===== config.mk =====
export PLATFORM = sky130hd
export DESIGN_NAME = sdram_wr_packer
export DESIGN_NICKNAME = d
export VERILOG_FILES = /design/src/rtl/sdram_pkg.sv /design/src/rtl/sdram_wr_packer.sv
export SDC_FILE = /design/constraint.sdc
export NUM_CORES = 1
export LEC_CHECK = 0
export CAP_MARGIN = 5
export CORE_AREA = 8 8 105 83
export DETAILED_ROUTE_END_ITERATION = 8
export DIE_AREA = 0 0 113 91
export HOLD_SLACK_MARGIN = 0.03
export PLACE_DENSITY = 0.86
export SLEW_MARGIN = 20
export SYNTH_ARGS = -nofsm -noshare
export SYNTH_HDL_FRONTEND = slang
export SYNTH_SLANG_ARGS = --single-unit
export TNS_END_PERCENT = 20

===== constraint.sdc =====
create_clock -name sys_clk -period 4.9 [get_ports sys_clk]
set_input_delay 1.47 -clock sys_clk [delete_from_list [all_inputs] [get_ports sys_clk]]
set_output_delay 1.47 -clock sys_clk [all_outputs]
set_load 0.05 [all_outputs]

===== src/rtl/sdram_pkg.sv =====
// Shared definitions for the SDRAM write-side blocks: FSM encoding and
// default video frame geometry.
package sdram_pkg;

    typedef enum logic [2:0] {
        ST_IDLE,
        ST_WAIT_SOF,
        ST_RST,
        ST_RUN,
        ST_DONE
    } state_t;

    localparam int DEF_H_PIXELS = 640;
    localparam int DEF_V_LINES  = 480;
    localparam int DEF_RST_CYC  = 4;

    function automatic int words_per_frame(input int h, input int v);
        return (h * v) / 2;
    endfunction

endpackage


===== src/rtl/sdram_wr_packer.sv =====
// Packs RGB565 pixel pairs into 32-bit write-FIFO words, frames each write
// pass with a wr_rst pulse and reports frame completion or abort.
module sdram_wr_packer
    import sdram_pkg::*;
#(
    parameter int H_PIXELS = DEF_H_PIXELS,
    parameter int V_LINES  = DEF_V_LINES,
    parameter int RST_CYC  = DEF_RST_CYC
) (
    input  logic        sys_clk,
    input  logic        sys_rst_n,
    input  logic        init_end,
    input  logic        pix_sof,
    input  logic        pix_valid,
    input  logic [15:0] pix_data,
    output logic        wr_fifo_wr_req,
    output logic [31:0] wr_fifo_wr_data,
    output logic        wr_rst,
    output logic        read_valid,
    output logic        frame_done,
    output logic        frame_short,
    output logic [7:0]  frame_cnt
);

    localparam int WORDS  = words_per_frame(H_PIXELS, V_LINES);
    localparam int WCNT_W = $clog2(WORDS + 1);
    localparam logic [WCNT_W-1:0] LAST_WORD = WCNT_W'(WORDS - 1);
    localparam logic [3:0]        RST_LAST  = 4'(RST_CYC - 1);

    state_t              state;
    state_t              state_nxt;
    logic [3:0]          rst_cnt;
    logic [WCNT_W-1:0]   word_cnt;
    logic [15:0]         half;
    logic                half_vld;
    logic                accept;
    logic                pair_done;
    logic                last_pair;
    logic                sof_abort;

    // A pix_sof that coincides with the final pixel loses to frame completion.
    always_comb begin
        accept    = (state == ST_RUN) && pix_valid;
        pair_done = accept && half_vld;
        last_pair = pair_done && (word_cnt == LAST_WORD);
        sof_abort = (state == ST_RUN) && pix_sof && !last_pair;
    end

    always_comb begin
        state_nxt = state;
        if (!init_end) begin
            state_nxt = ST_IDLE;
        end else begin
            case (state)
                ST_IDLE:     state_nxt = ST_WAIT_SOF;
                ST_WAIT_SOF: if (pix_sof) state_nxt = ST_RST;
                ST_RST:      if (!pix_sof && (rst_cnt == RST_LAST)) state_nxt = ST_RUN;
                ST_RUN: begin
                    if (last_pair)      state_nxt = ST_DONE;
                    else if (pix_sof)   state_nxt = ST_RST;
                end
                ST_DONE:     state_nxt = ST_WAIT_SOF;
                default:     state_nxt = ST_IDLE;
            endcase
        end
    end

    always_ff @(posedge sys_clk or negedge sys_rst_n) begin
        if (!sys_rst_n) begin
            state   <= ST_IDLE;
            rst_cnt <= 4'd0;
        end else begin
            state   <= state_nxt;
            rst_cnt <= (state == ST_RST && state_nxt == ST_RST && !pix_sof) ? rst_cnt + 4'd1 : 4'd0;
        end
    end

    assign wr_rst = (state == ST_RST);

    always_ff @(posedge sys_clk or negedge sys_rst_n) begin
        if (!sys_rst_n) begin
            word_cnt        <= '0;
            half            <= 16'd0;
            half_vld        <= 1'b0;
            wr_fifo_wr_req  <= 1'b0;
            wr_fifo_wr_data <= 32'd0;
            read_valid      <= 1'b0;
            frame_done      <= 1'b0;
            frame_short     <= 1'b0;
            frame_cnt       <= 8'd0;
        end else begin
            wr_fifo_wr_req <= 1'b0;
            frame_done     <= 1'b0;
            frame_short    <= 1'b0;
            if (!init_end) begin
                word_cnt   <= '0;
                half       <= 16'd0;
                half_vld   <= 1'b0;
                read_valid <= 1'b0;
            end else if (sof_abort) begin
                word_cnt    <= '0;
                half        <= 16'd0;
                half_vld    <= 1'b0;
                frame_short <= 1'b1;
            end else if (pair_done) begin
                wr_fifo_wr_req  <= 1'b1;
                wr_fifo_wr_data <= {half, pix_data};
                half_vld        <= 1'b0;
                if (last_pair) begin
                    word_cnt   <= '0;
                    frame_done <= 1'b1;
                    frame_cnt  <= frame_cnt + 8'd1;
                    read_valid <= 1'b1;
                end else begin
                    word_cnt <= word_cnt + WCNT_W'(1);
                end
            end else if (accept) begin
                half     <= pix_data;
                half_vld <= 1'b1;
            end
        end
    end

endmodule


==> After elaboration in Yosys (flattened, before gate mapping) <==
Index checks and enable logic that the tools add are counted.
{ "op_classes": {"n_addsub": 3, "mux": 31, "n_reduce_logical": 16, "n_eq_ne": 14, "bitwise": 1} }
{ "ops": {"columns": ["cell", "n"], "rows": [
  ["two-way mux 18 bit", 4],
  ["two-way mux 16 bit", 4],
  ["adder 18 x 1 -> 18 bit, second input constant", 1],
  ["equality test 18 bit, second input constant", 1],
  ["two-way mux 1 bit", 17],
  ["two-way mux 3 bit", 4],
  ["one-hot mux 3 bit (4 select lines)", 1],
  ["equality test 3 x 2 -> 1 bit, second input constant", 3],
  ["adder 8 x 1 -> 8 bit, second input constant", 1],
  ["logical AND 1 bit", 8],
  ["inequality test 3 x 1 -> 1 bit, second input constant", 2],
  ["AND reduction 3 bit", 2],
  ["adder 4 x 1 -> 4 bit, second input constant", 1],
  ["equality test 4 x 2 -> 1 bit, second input constant", 1],
  ["two-way mux 4 bit", 1],
  ["inequality test 2 x 1 -> 1 bit, second input constant", 2],
  ["inequality test 4 x 1 -> 1 bit, second input constant", 1],
  ["AND reduction 4 bit", 1],
  ["equality test 3 x 1 -> 1 bit, second input constant", 1],
  ["equality test 3 bit, second input constant", 1],
  ["zero test 3 bit", 1],
  ["inequality test 3 x 2 -> 1 bit, second input constant", 1],
  ["zero test 1 bit", 2],
  ["inequality test 2 bit, second input constant", 1],
  ["other kinds (3)", 3]
]} }
{ "totals": {"inputBits": 21, "out_inout_bits": 45, "reg_bits": 86, "word_cells": 76} }

==> Logic depth before layout (Yosys ltp) <==
{ "logic_depth": {"depth_word": 11, "mapped_depth": 8, "mapped_depth_nobuf": 6} }

==> Worst setup path after synthesis <==
No wires, ideal clock.
{ "synth_path": {"kind": "reg2out", "startpoint": "register state[2]", "endpoint": "output wr_rst", "arrival_ns": 1.642, "path_stages_with_launch": 2, "slack_ns": 1.788, "n_path_buf": 0, "required_ns": 3.430, "path_cell_list": "dfrtp_1 > nor3b_1"} }
{ "synth_via": {"elab_chain_cells": 1} }
{ "synth_lines": {"columns": ["element", "line", "text"], "rows": [
  ["start: declaration", "sdram_wr_packer.sv:30", "state_t state;"],
  ["start signal: assignment", "sdram_wr_packer.sv:73", "state <= state_nxt;"],
  ["equality test 3 x 2 -> 1 bit", "sdram_wr_packer.sv:78", "assign wr_rst = (state == ST_RST);"],
  ["end: declaration", "sdram_wr_packer.sv:18", "output logic wr_rst,"]
]} }
Every way passes these cells.

==> Worst setup path after layout <==
{ "layout_path": {"startpoint": "register state[1]", "endpoint": "output wr_rst"} }
Same word-level chain as after synthesis.

==> results.sh <==
export IMPL_outcome="complete, no violations"
export IMPL_crit_path_end_kind="output port"
export IMPL_gr_total_overflow=0
export IMPL_ctsHoldBuffers=0
export IMPL_hp_class="reg -> reg"
export IMPL_r2r_start="word_cnt[0]"
export IMPL_synthAdderAreaFrac_pct=0.9606
export IMPL_firstDrtPassIters=4
export IMPL_syn_avg_cell_area_um2=11.56
export IMPL_synthDistinctLibCells=45
export IMPL_setup_viol=0
export IMPL_maxCapViolations=0
export IMPL_placementRows=27
export IMPL_start_util_pct=55.08
export IMPL_ctsResizeCount=0
export IMPL_powerDensity_nw_per_um2=268.6
export IMPL_timing_slew_headroom_pct=47.87
export IMPL_core_area_um2=7094
export IMPL_period_minus_slack_ns=3.572
export IMPL_max_freq_mhz=279.9
export IMPL_yosys_most_used_dff="dfrtp_1"
export IMPL_syn_to_final_growth_pct=23.95
export IMPL_whs_endpoint="rst_cnt[0]"
export IMPL_final_common_cell="dfrtp_1"
export IMPL_arrival_ns=2.10
export IMPL_grt_pass1_wl_mm=14.88
export IMPL_vias_per_cell=5.685
export IMPL_slowest_stage="clkdlybuf4s50_1"
export IMPL_ys_warn_count=0
export IMPL_die_y_um=91
export IMPL_cts_root_buf="clkbuf_8"
export IMPL_synthArstFlopShare_pct=100.0
export IMPL_dp_hpwl_mm=6.163
export IMPL_synth_top_area_share_pct=55.08
export IMPL_nFillCells=502
export IMPL_drive_gt1_share_pct=14.91
export IMPL_drt_iter0_markers=166
export IMPL_dpl_cell_count=480
export IMPL_dieArea_um2=10280
export IMPL_syn_area_um2=3907
export IMPL_final_cell_mix="dfrtp_1 (86), clkdlybuf4s50_1 (64), nand2_1 (53), a21oi_1 (33), mux2_4 (29)"
export IMPL_hp_start="rst_cnt[0]"
export IMPL_grtUsageTotal_pct=17.94
export IMPL_post_route_period_util_pct=72.91
export IMPL_critPathMaxStageDelay_ns=0.88
export IMPL_required_ns=3.43
export IMPL_power_mw=1.301
export IMPL_synth_cells=338
export IMPL_place_gp_congestion=0.8432
export IMPL_antenna_found_initial=0
export IMPL_fin_nets=428
export IMPL_cts_tree="yes"
export IMPL_fp_dieW_um=113
export IMPL_ff2ff_path_depth=7
export IMPL_yosys_register_bits=86
export IMPL_cp_start_kind="flip-flop"
export IMPL_rsz0062_at_grt="no"
export IMPL_htreeDepth=3
export IMPL_clockBufferDepth=2
export IMPL_hold_depth=1
export IMPL_postCtsSetupBuffers=0
export IMPL_setup_tns_ns=0
export IMPL_vdd_ir_drop_max_mv=0.1844
export IMPL_ioPinCount=66
export IMPL_synth_simple_area_share_pct=16.91
export IMPL_hold_slack_ns=0.4613
export IMPL_critPathBufInv=1
export IMPL_clkSinkCount=86
export IMPL_grt_pass1_vias=2900
export IMPL_skew_ns=0.01090
export IMPL_vias=2820
export IMPL_grt_max_degree=87
export IMPL_synth_xor_area_share_pct=2.017
export IMPL_ant_nets=0
export IMPL_r2r_slack_ns=2.18
export IMPL_final_max_slew_viol_count=0
export IMPL_io_buffers=65
export IMPL_antenna_cells=0
export IMPL_critPathKind="reg -> out"
export IMPL_hold_viol_final=0
export IMPL_clk_latency_ns=0.36
export IMPL_synth_edff_count=0
export IMPL_path_clk_slew_ns=0.08
export IMPL_power_leakage_nw=2.235
export IMPL_ys_seq_area_share_pct=55.08
export IMPL_worst_pin_slew_ns=0.7790
export IMPL_synth_nets=362
export IMPL_cts_buffers=9
export IMPL_final_core_util_pct=68.27
export IMPL_worstPathCellList="nor3b_1, clkdlybuf4s50_1"
export IMPL_critPathMaxFanout=8
export IMPL_finalNonFillerCells=496
export IMPL_drcViolationCount=0
export IMPL_netlist_top_cells_area="dfrtp_1 (55%), mux2_4 (11%), nand2_1 (5.1%)"
export IMPL_synth_compound_area_share_pct=8.229
export IMPL_muxShareOfSynthArea_pct=14.09
export IMPL_synth_top_area_cell="dfrtp_1"
export IMPL_r2r_end="wr_fifo_wr_data[0]"
export IMPL_wl_per_cell_um=17.86
export IMPL_wl_mm=8.861
export IMPL_crit_family="buffers and inverters"
export IMPL_synth_top_family_by_area="simple AND/OR/NAND/NOR gates"
-- worst register-to-register path, cell delays in order, from the launching register on --
cell and delay (ns):
dfrtp_1 0.43, ha_1 0.24, nand3_1 0.20, nor4b_4 0.46, and4_1 0.44, o21ai_4 0.27
buf_12 0.26, mux2_4 0.31
-- cell families after synthesis --
| family | count (synthesis) |
|---|---|
| xor+xnor | 9 |
| simple gates | 124 |
| buf+inv | 20 |
| flops | 86 |
| fa+ha+maj | 3 |
| mux | 40 |
| compound gates | 56 |
-- state kept, by name, indices dropped and copies added (netlist names) --
name	flops
frame_done	1
half	16
state	3
frame_short	1
wr_fifo_wr_data	32
frame_cnt	8
wr_fifo_wr_req	1
half_vld	1
read_valid	1
word_cnt	18
rst_cnt	4
-- final cells by class --
type | instances | area [um^2] | area share, %
multi-input cells | 232 | 1659 | 34.25
flip-flops and latches | 86 | 2152 | 44.43
repair buffers | 69 | 694.4 | 14.34
clock buffers | 10 | 137.6 | 2.842
clock inverters | 6 | 68.82 | 1.421
inverters | 6 | 22.52 | 0.4650
well taps | 87 | 108.9 | 2.247
-- Yosys cell counts, types with 3 or more instances --
cell       n
nand4b_1   3
ha_1       3
mux2i_1    7
mux2_4    29
buf_2      4
and2_1     3
nor3_1     3
nand2_1   53
a21oi_1   33
nand4_1    8
or3_1      4
nor2_1    14
a22o_1     3
and3_1     5
nand3b_1   3
xor2_1     7
inv_1      6
o21ai_0    8
and4_1     3
nand3_1   11
buf_6      3
mux2_2     4
clkbuf_1   6
dfrtp_1   86
-- routing by layer --
metal	GRT usage, %	vias to the layer above	part of all wire [%]
met5	0	-	0
met4	6.748	0	1.6
met1	23.14	1398	46
met2	28.24	77	47
li1	-	1332	-
met3	5.026	13	5.4
-- worst max path at each step --
| stage | depth (start not counted) | startpoint | endpoint | slack, ns |
|---|---|---|---|---|
| final | 2 | state[1] | wr_rst | 1.33 |
| after global routing | 7 | pix_valid | word_cnt[8] | 1.21 |
| after CTS | 2 | state[1] | wr_rst | 1.34 |
| after detailed placement | 6 | pix_valid | wr_fifo_wr_data[1] | 1.04 |
| after global placement | 6 | pix_valid | wr_fifo_wr_data[18] | 1.08 |
| after floorplan | 1 | state[2] | wr_rst | 1.79 |
-- power breakdown --
part	switching [mW]	internal, mW
Sequential	0.00574	0.714
Clock	0.257	0.252
Combinational	0.0436	0.0284
-- stage by stage --
step | setup WS [ns] | area, um^2
after floorplan | 1.788 | 3908
after global placement | 1.084 | 4631
after detailed placement | 1.043 | 4631
after CTS | 1.338 | 4837
after global routing | 1.214 | 4843
final | 1.328 | 4843
Note: power is estimated with default switching activity, not from simulation.
